--- src/rtl/tetris_pkg.sv ---
// Shared definitions for the falling-piece sequencer: playfield defaults, FSM states and 4x4 shape tables.
package tetris_pkg;

  localparam int AREA_ROW_DEF    = 32;
  localparam int AREA_COL_DEF    = 16;
  localparam int ROW_ADDR_W_DEF  = 5;
  localparam int COL_ADDR_W_DEF  = 4;
  localparam int GRAVITY_DIV_DEF = 50000;
  localparam int SPAWN_COL_DEF   = 6;
  localparam int NUM_PIECES      = 7;

  typedef enum logic [2:0] {
    ST_IDLE,
    ST_SPAWN,
    ST_FALL,
    ST_UPDATE,
    ST_OVER
  } fall_state_e;

  // Piece order O I T S Z J L; masks row-major, bit15 top-left, each rotation packed to the top-left.
  localparam logic [15:0] SHAPE [NUM_PIECES][4] = '{
    '{16'hCC00, 16'hCC00, 16'hCC00, 16'hCC00},
    '{16'hF000, 16'h8888, 16'hF000, 16'h8888},
    '{16'hE400, 16'h4C40, 16'h4E00, 16'h8C80},
    '{16'h6C00, 16'h8C40, 16'h6C00, 16'h8C40},
    '{16'hC600, 16'h4C80, 16'hC600, 16'h4C80},
    '{16'h8E00, 16'hC880, 16'hE200, 16'h44C0},
    '{16'h2E00, 16'h88C0, 16'hE800, 16'hC440}
  };

  localparam logic [2:0] SHAPE_W [NUM_PIECES][4] = '{
    '{3'd2, 3'd2, 3'd2, 3'd2},
    '{3'd4, 3'd1, 3'd4, 3'd1},
    '{3'd3, 3'd2, 3'd3, 3'd2},
    '{3'd3, 3'd2, 3'd3, 3'd2},
    '{3'd3, 3'd2, 3'd3, 3'd2},
    '{3'd3, 3'd2, 3'd3, 3'd2},
    '{3'd3, 3'd2, 3'd3, 3'd2}
  };

  localparam logic [2:0] SHAPE_H [NUM_PIECES][4] = '{
    '{3'd2, 3'd2, 3'd2, 3'd2},
    '{3'd1, 3'd4, 3'd1, 3'd4},
    '{3'd2, 3'd3, 3'd2, 3'd3},
    '{3'd2, 3'd3, 3'd2, 3'd3},
    '{3'd2, 3'd3, 3'd2, 3'd3},
    '{3'd2, 3'd3, 3'd2, 3'd3},
    '{3'd2, 3'd3, 3'd2, 3'd3}
  };

endpackage

--- src/rtl/tetris_shape_rom.sv ---
// Combinational shape lookup: (piece_id, rot) -> 4x4 mask plus occupied width and height.
module tetris_shape_rom
  import tetris_pkg::*;
(
  input  logic [2:0]  piece_id,
  input  logic [1:0]  rot,
  output logic [15:0] mask,
  output logic [2:0]  width,
  output logic [2:0]  height
);

  always_comb begin
    // NOTE: every output gets a default before any branch so no latch is inferred.
    mask   = '0;
    width  = '0;
    height = '0;
    if (piece_id < 3'(NUM_PIECES)) begin
      mask   = SHAPE[piece_id][rot];
      width  = SHAPE_W[piece_id][rot];
      height = SHAPE_H[piece_id][rot];
    end
  end

endmodule

--- src/rtl/tetris_fall_ctrl.sv ---
// Falling-piece sequencer: spawn, gravity timer, step strobes and wall-checked moves.
// Optional hard drop is compiled in with `define HARD_DROP_EN.
module tetris_fall_ctrl
  import tetris_pkg::*;
#(
  parameter int AREA_ROW    = AREA_ROW_DEF,
  parameter int AREA_COL    = AREA_COL_DEF,
  parameter int ROW_ADDR_W  = ROW_ADDR_W_DEF,
  parameter int COL_ADDR_W  = COL_ADDR_W_DEF,
  parameter int GRAVITY_DIV = GRAVITY_DIV_DEF,
  parameter int SPAWN_COL   = SPAWN_COL_DEF
) (
  input  logic                  clk,
  input  logic                  rstn,
  input  logic                  start,
  input  logic                  btn_left,
  input  logic                  btn_right,
  input  logic                  btn_rot,
  input  logic                  btn_drop,
  input  logic                  mv_down_enable,
  input  logic                  game_over,
  output logic                  falling_update,
  output logic [ROW_ADDR_W-1:0] mv_blk_row,
  output logic [COL_ADDR_W-1:0] mv_blk_col,
  output logic [15:0]           mv_blk_data,
  output logic [2:0]            piece_id
);

  localparam int CNT_W = $clog2(GRAVITY_DIV);
  localparam int CW1   = COL_ADDR_W + 1;
  localparam int RW1   = ROW_ADDR_W + 1;
  localparam logic [CNT_W-1:0] CNT_LAST = CNT_W'(GRAVITY_DIV - 1);

  fall_state_e           state_q, state_d;
  logic [CNT_W-1:0]      cnt_q;
  logic [ROW_ADDR_W-1:0] row_q;
  logic [COL_ADDR_W-1:0] col_q;
  logic [1:0]            rot_q, rot_nxt;
  logic [2:0]            pid_q, lfsr_q;
  logic                  fu_q;
  logic [15:0]           cur_mask, unused_nxt_mask;
  logic [2:0]            cur_w, nxt_w, nxt_h, unused_cur_h;
  logic                  drop_q, abort, tick, move_ok, rot_fits;
  logic                  do_rot, do_left, do_right;

  assign rot_nxt = rot_q + 2'd1;

  tetris_shape_rom u_rom_cur (
    .piece_id (pid_q),
    .rot      (rot_q),
    .mask     (cur_mask),
    .width    (cur_w),
    .height   (unused_cur_h)
  );

  tetris_shape_rom u_rom_nxt (
    .piece_id (pid_q),
    .rot      (rot_nxt),
    .mask     (unused_nxt_mask),
    .width    (nxt_w),
    .height   (nxt_h)
  );

`ifdef HARD_DROP_EN
  always_ff @(posedge clk or negedge rstn) begin
    if (!rstn) begin
      drop_q <= 1'b0;
    end else if (state_q == ST_SPAWN || state_q == ST_OVER || state_d == ST_OVER) begin
      drop_q <= 1'b0;
    end else if (state_q == ST_FALL && btn_drop) begin
      drop_q <= 1'b1;
    end
  end
`else
  logic unused_btn_drop;
  assign unused_btn_drop = btn_drop;
  assign drop_q          = 1'b0;
`endif

  // game_over outranks everything once play has started; a drop flag forces a tick every FALL cycle.
  assign abort   = game_over && (state_q != ST_IDLE);
  assign tick    = (state_q == ST_FALL) && (drop_q || cnt_q == CNT_LAST);
  assign move_ok = (state_q == ST_FALL) && !tick && !abort;

  assign rot_fits = (CW1'(col_q) + CW1'(nxt_w) <= CW1'(AREA_COL)) &&
                    (RW1'(row_q) + RW1'(nxt_h) <= RW1'(AREA_ROW));

  assign do_rot   = move_ok && btn_rot && rot_fits;
  assign do_left  = move_ok && !btn_rot && btn_left && !btn_right && (col_q != '0);
  assign do_right = move_ok && !btn_rot && btn_right && !btn_left &&
                    (CW1'(col_q) + CW1'(cur_w) < CW1'(AREA_COL));

  always_comb begin
    state_d = state_q;
    case (state_q)
      ST_IDLE:   if (start) state_d = ST_SPAWN;
      ST_SPAWN:  state_d = ST_FALL;
      ST_FALL:   if (tick) state_d = ST_UPDATE;
      ST_UPDATE: state_d = mv_down_enable ? ST_FALL : ST_SPAWN;
      ST_OVER:   state_d = ST_OVER;
      default:   state_d = ST_IDLE;
    endcase
    if (abort) state_d = ST_OVER;
  end

  // NOTE: sequential state uses non-blocking assignments so every register sees pre-edge values.
  always_ff @(posedge clk or negedge rstn) begin
    if (!rstn) state_q <= ST_IDLE;
    else       state_q <= state_d;
  end

  always_ff @(posedge clk or negedge rstn) begin
    if (!rstn) begin
      lfsr_q <= 3'b001;
      fu_q   <= 1'b0;
      cnt_q  <= '0;
      row_q  <= '0;
      col_q  <= COL_ADDR_W'(SPAWN_COL);
      rot_q  <= '0;
      pid_q  <= '0;
    end else begin
      lfsr_q <= {lfsr_q[1:0], lfsr_q[2] ^ lfsr_q[1]};
      fu_q   <= (state_d == ST_UPDATE);
      if (!abort) begin
        case (state_q)
          ST_SPAWN: begin
            row_q <= '0;
            col_q <= COL_ADDR_W'(SPAWN_COL);
            rot_q <= '0;
            pid_q <= lfsr_q - 3'd1;
            cnt_q <= '0;
          end
          ST_FALL: begin
            cnt_q <= tick ? '0 : cnt_q + 1'b1;
            if (do_rot)        rot_q <= rot_nxt;
            else if (do_left)  col_q <= col_q - 1'b1;
            else if (do_right) col_q <= col_q + 1'b1;
          end
          ST_UPDATE: if (mv_down_enable) row_q <= row_q + 1'b1;
          default: ;
        endcase
      end
    end
  end

  assign falling_update = fu_q;
  assign mv_blk_row     = row_q;
  assign mv_blk_col     = col_q;
  assign mv_blk_data    = cur_mask;
  assign piece_id       = pid_q;

endmodule

--- config.mk ---
export PLATFORM = sky130hd
export DESIGN_NAME = tetris_fall_ctrl
export DESIGN_NICKNAME = d
export VERILOG_FILES = /design/src/rtl/tetris_pkg.sv /design/src/rtl/tetris_shape_rom.sv /design/src/rtl/tetris_fall_ctrl.sv
export SDC_FILE = /design/constraint.sdc
export NUM_CORES = 1
export LEC_CHECK = 0
export BUFFER_PORTS_ARGS = -buffer_cell sky130_fd_sc_hd__buf_2
export CAP_MARGIN = 20
export CORE_MARGIN = 2
export CORE_UTILIZATION = 50
export DETAILED_ROUTE_END_ITERATION = 10
export PLACE_DENSITY = 0.71
export SETUP_SLACK_MARGIN = 0.05
export SLEW_MARGIN = 15
export SYNTH_ARGS = -nofsm -noshare
export SYNTH_HDL_FRONTEND = slang
export SYNTH_SLANG_ARGS = --single-unit
--- constraint.sdc ---
create_clock -name clk -period 4.5 [get_ports clk]
set_clock_uncertainty 0.15 [all_clocks]
set_input_delay 0.9 -clock clk [delete_from_list [all_inputs] [get_ports clk]]
set_output_delay 0.9 -clock clk [all_outputs]
set_load 0.1 [all_outputs]
; ---- Word-level counts from Yosys, hierarchy flattened
; Memory sizes are Yosys's and may differ from the RTL's.
; Index checks and enable logic that the tools add are counted.
[op_classes]
mux = 37
n_reduce_logical = 29
n_lt_le_gt_ge = 7
add_sub_neg = 9
eq_ne = 10
n_bitwise = 5
[op_table]
columns = operator, n
row1 = $mux W64, 2
row2 = $mux W16, 4
row3 = $mux W12, 4
row4 = $mux W3, 12
row5 = $bmux W16 S2, 1
row6 = $pmux W16 S2, 1
row7 = $bmux W3 S2, 3
row8 = $add A16 B1 Y16 const B, 1
row9 = $eq A16 B16 Y1 const B, 1
row10 = $pmux W3 S5, 1
row11 = $logic_and A1 B1 Y1, 14
row12 = $mux W4, 3
row13 = $add A4 B3 Y5, 2
row14 = $pmux W5 S2, 1
row15 = $eq A3 B2 Y1 const B, 3
row16 = $pmux W4 S2, 1
row17 = $add A5 B3 Y6, 1
row18 = $ge A3 B3 Y1 const B, 2
row19 = $le A6 B6 Y1 const B, 1
row20 = $ne A2 B2 Y1 const B, 3
row21 = $not A2 Y3, 2
row22 = $reduce_and A3 Y1, 2
row23 = $add A5 B1 Y5 const B, 1
row24 = $le A5 B5 Y1 const B, 1
row25 = 23 further kinds, 30
[totals]
n_memories = 3
rom_bits = 704
word_cells = 108
output_inout_bits = 29
regBits = 37
input_bits = 9
[memory_table]
columns = name, words, word_bits, read_ports, rd_ports_with_merged_regs, wr, line
row1 = (no name shown), 8, 64, 1, 0, 0, tetris_shape_rom.sv:18  ; mask = SHAPE[piece_id][rot];
row2 = (no name shown), 8, 12, 1, 0, 0, tetris_shape_rom.sv:20  ; height = SHAPE_H[piece_id][rot];
row3 = (no name shown), 8, 12, 1, 0, 0, tetris_shape_rom.sv:19  ; width = SHAPE_W[piece_id][rot];

; ---- Longest topological paths before layout
[depth]
ltp_word = 15
ltp_mapped = 13

; ---- Cells and area by module
; A second synthesis with hierarchy kept.
[unflattened]
hier_cells = 381
area_unflattened_um2 = 3353.2
[by_module_without_submodules]
columns = module, instances, area_per_inst_um2, cells_each, seq_area_each_um2
row1 = tetris_fall_ctrl, 1, 2218.4, 230, 929.6
row2 = tetris_shape_rom (u_rom_cur), 1, 575.6, 77, 0.0
row3 = tetris_shape_rom (u_rom_nxt), 1, 559.3, 74, 0.0

; ---- Worst setup path before layout
; OpenSTA, ideal clock, no wires.
[synth_path]
path_type = reg-to-reg
start = reg pid_q[1] (netlist: piece_id[1])
end = reg rot_q[1]
required_ns = 4.254
synth_period_minus_slack_ns = 5.862
t_arrival_ns = 5.616
setup_slack_ns = -1.362
path_stages_with_launch = 14
path_buffers = 1
setup_ns = 0.096
cell_sequence = dfrtp_1 > clkbuf_1 > inv_1 > ha_1 > nor3b_1 > o21bai_1 > ha_1 > ha_1 > nor2_1 > nor3_1 > o21ai_0 > a311oi_1 > nor4_1 > a311oi_2
[synth_between]
elab_chain_len = 14
[synth_rtl]
columns = element, line
row1 = from (decl), tetris_fall_ctrl.sv:39  ; logic [2:0] pid_q, lfsr_q;
row2 = from (signal assigned), tetris_fall_ctrl.sv:130  ; pid_q <= lfsr_q - 3'd1;
row3 = $not A3 Y4, n/a
row4 = "$mem_v2 Z8 W12, on equally long branches", n/a
row5 = "$mux W12, on equally long branches (2 in a row)", n/a
row6 = "$bmux W3 S2, on equally long branches", "tetris_shape_rom.sv:20, tetris_shape_rom.sv:19"
row7 = "$mux W3, on equally long branches (2 in a row)", "tetris_shape_rom.sv:20, tetris_shape_rom.sv:19"
row8 = $mux W3, tetris_shape_rom.sv:17  ; if (piece_id < 3'(NUM_PIECES)) begin
row9 = $add A5 B3 Y6 or $add A4 B3 Y5 (tied branches), "tetris_fall_ctrl.sv:86, tetris_fall_ctrl.sv:85"
row10 = $le A6 B6 Y1 or $le A5 B5 Y1 (tied branches), "tetris_fall_ctrl.sv:86, tetris_fall_ctrl.sv:85"
row11 = $logic_and A1 B1 Y1 *, tetris_fall_ctrl.sv:85  ; assign rot_fits = (CW1'(col_q) + CW1'(nxt_w) <= CW1'(AREA_COL)) &&
row12 = $logic_and A1 B1 Y1 *, tetris_fall_ctrl.sv:88  ; assign do_rot = move_ok && btn_rot && rot_fits;
row13 = $ne A2 B2 Y1 (no line) *, n/a
row14 = $reduce_and A3 Y1 (no line) *, n/a
row15 = to (signal assigned), tetris_fall_ctrl.sv:135  ; if (do_rot) rot_q <= rot_nxt;
row16 = to (decl), tetris_fall_ctrl.sv:38  ; logic [1:0] rot_q, rot_nxt;
; Every way passes the cells marked *; elsewhere a longest branch is shown, timed or not. The select of a mux whose other input is x is not followed.
; A chain may end at the register's enable or synchronous reset.

; ---- Final worst setup path
[layout_path]
start = reg pid_q[0] (netlist: piece_id[0])
end = out mv_blk_data[11]
[layout_between]
elab_chain_len = 8
[layout_rtl]
columns = element, line
row1 = $not A3 Y4, n/a
row2 = $mem_v2 Z8 W64, n/a
row3 = $mux W64 (2 in a row), n/a
row4 = $bmux W16 S2, tetris_shape_rom.sv:18
row5 = $mux W16 (implied by the code) (2 in a row), tetris_shape_rom.sv:18
row6 = $mux W16 *, tetris_shape_rom.sv:17
row7 = to (decl), tetris_fall_ctrl.sv:25  ; output logic [15:0] mv_blk_data,
; Marked as above.

==> summary.txt <==
Logic synthesis
  – Area share of and/or/nand/nor cells after synthesis: 22.2%
  – Adder-cell share of the synthesized area: 9.83%
  – Mapped Cells: 300
  – Number of library cell types mapped by synthesis: 68
  – Yosys Warn Count: 0
  – Synthesized cell area: 2720 um^2
  – Dominant synthesized flop cell: dfrtp_1
  – Post-synth EDFFs: 0
  – Synth top area cells: dfrtp_1 (31%), ha_1 (8.7%), xor2_1 (5.5%)
  – Largest family of logic cells by synthesized area: simple AND/OR/NAND/NOR gates
  – Sequential share of the synthesized area: 34.1%
  – Complex-gate fraction of the synthesized area: 17.8%
  – Post-synthesis mux area share: 2.25%
  – Asr flop ratio synth: 100%
  – #FFs+latches synth: 37
  – Post-Synth XOR/XNOR Area: 7.72%
  – Leading area contributor after synthesis: dfrtp_1
  – Syn Area/Cell: 9.08 um^2
  – Share of the synthesized area in the top cell type: 31.3%

Cells and area
  – Share of cells above drive strength 1: 19.9%
  – Area grow syn2layout: 11.4%
  – Diode count: 0
  – Post-route insts no fill: 396
  – # nets final: 354
  – Final core occ: 58.6%

Timing
  – Setup TNS: 0 ns
  – Final hold vios: 0
  – Fmax: 279 MHz
  – RSZ-0062 raised after global routing: false
  – Slew Limit Fails: 0
  – Fin worst setup slack: 0.920 ns
  – Tmin final: 3.58 ns
  – Final worst path period share: 79.6%
  – Slew Limit Headroom: 48.0%
  – Setup-failing EPs final: 0
  – Worst-Margin Slew: 0.780 ns

Global routing
  – Vias in the first global route: 1953
  – Initial antenna violation count: 0
  – First-pass GRT wire length: 9.40 mm
  – GR Util All Layers: 19.2%
  – Largest net degree at the start of global routing: 38
  – Congestion Overflow GR: 0

Clock tree
  – Hold-fix buffers at CTS: 0
  – PostCTS Resize Cnt: 0
  – Htree depth: 2
  – CTS Buffer Depth: 2
  – Cts bufs inserted: 5
  – Clock Sinks: 37
  – TritonCTS clock tree: yes
  – Skew-Pair Late Insertion Delay: 0.29 ns
  – Root Driver: clkbuf_8
  – Post CTS Setup Buffer Count: 0
  – Clock-pin slew on the worst setup and hold paths: 0.07 ns

Placed design
  – DP Worst Slack: 0.817 ns
  – IO buf count: 30
  – Dpl hpwl: 4.05 mm
  – GP Congestion: 0.846
  – Placed Instances: 388

Setup path
  – Crit Path Category: flop to primary output
  – Cell with the largest stage delay on the worst path: dfrtp_1
  – Most used cell, CP: inv_1
  – Element type at the critical path start: flop
  – CP Buf/Inv Count: 3
  – Required @ worst endpoint: 3.45 ns
  – CP Cell Sequence: inv_1 > ha_1 > inv_1 > nor2_1 > a21oi_1 > o221ai_1 > a21oi_2 > buf_2
  – CP top delay family: buffers and inverters
  – CP Capture Type: primary output
  – Crit Path Max Fanout: 14
  – Crit path DAT: 2.53 ns
  – Largest stage delay, worst path: 0.67 ns

Hold path
  – HP Class: flop to flop

Power and ir drop
  – Power Dens Cells: 219 nW/um^2
  – Power, Total: 0.666 mW
  – Leak: 1.44 nW
  – Max VDD drop: 0.175 mV

Detailed routing
  – Antenna-violating nets left: 0
  – Routed Wire Length: 5.46 mm
  – DRC: 0
  – DR vias: 2233
  – First-pass iteration count of the detailed router: 4
  – Detailed-route vias per instance: 5.64
  – Wire length per cell: 13.8 um
  – Iter 0 DRT Violations: 112

Floorplan
  – DIE AREA: 6050 um^2
  – Die height: 77.8 um
  – Number of core rows: 26
  – Initial core utilization: 52.6%
  – Core area: 5170 um^2
  – IO Pins: 38
  – Die width: 77.8 um

Flow run
  – Max-cap violations: 0

Outcome
  – Status: completed
[placed cells by master (no fill, tap or decap), drive strengths merged, types with 6 or more instances in the layout]
cell	netlist	layout
a21oi	10	10
clkbuf	7	6
ha	19	19
nor2	30	30
xor2	17	17
nand4	8	8
inv	14	14
buf	12	32
xnor2	7	7
o21ai	16	16
dfrtp	34	34
conb	1	6
nand2	28	28
and3	6	6
nand3	12	12
[cell usage after synthesis (5+ instances only)]
library cell and instances:
nand3_1 11, ha_1 19, buf_4 7, a21oi_1 9, o21ai_0 12, nor2_1 29, inv_1 14, and3_1 5
clkbuf_1 7, nor3b_1 5, dfrtp_1 34, mux2i_1 5, nand4_1 8, xor2_1 17, xnor2_1 7, nand2_1 27
[final timing paths]
kind                                                  end               startpoint  slack (ns)  depth (start not counted)
worst max-delay path                      mv_blk_data[11]  piece_id[0]$_DFFE_PN0P_        0.92                          8
worst min-delay path                  lfsr_q[1]$_DFF_PN0_      lfsr_q[0]$_DFF_PN1_        0.26                          0
worst max register to register       rot_q[1]$_DFFE_PN0P_  piece_id[0]$_DFFE_PN0P_        1.06                         11
worst min register to register        lfsr_q[1]$_DFF_PN0_      lfsr_q[0]$_DFF_PN1_        0.26                          0
max in group asynchronous           cnt_q[11]$_DFFE_PN0P_                     rstn        3.17                          1
min in group asynchronous       mv_blk_row[1]$_DFFE_PN0P_                     rstn        0.54                          1
[cell families after synthesis]
family          Yosys count
xor+xnor                 24
fa+ha+maj                21
buf+inv                  33
compound gates           67
other cells               1
simple gates            111
mux                       6
flops                    37
[stage by stage]
stage	cell area, um^2	hold WS, ns
after floorplan	2770	0.242
after global placement	2910	0.252
after detailed placement	2910	0.249
after CTS	3030	0.262
after global routing	3030	0.266
final	3030	0.263
[report_power, final]
part	switching [mW]	total, mW	internal [mW]
clock	0.119	0.299	0.180
combinational	0.0307	0.0343	0.00356
sequential	0	0.332	0.332
[routing by layer]
layer,GRT usage (%),part of all wire [%],up-vias
met2,29.4,45,42
li1,-,-,1118
met3,3.72,3.4,6
met1,27.6,50,1067
met5,0,0,-
met4,5.36,1.1,0
[sequential cells by signal, summed over array words and instances, names as in the netlist]
signal / cells
state_q: 3
mv_blk_row: 5
mv_blk_col: 4
cnt_q: 16
lfsr_q: 3
rot_q: 2
falling_update: 1
piece_id: 3
[layout make-up]
class / instances / area [um^2]
clock inverter: 2 / 37.5
clock buffer: 6 / 82.6
fill: 463 / 2140
multi-input combinational: 235 / 1680
inverter: 14 / 52.6
tap: 70 / 87.6
timing repair buffer: 32 / 165
sequential: 37 / 930
[worst register-to-register path, delay by kind of cell (launching register included)]
kind / cells / cell delay (ns)
compound gates: 4 / 1.14
flops: 1 / 0.67
fa+ha+maj: 3 / 0.78
simple gates: 4 / 0.61
(Power assumes the default switching activity.)
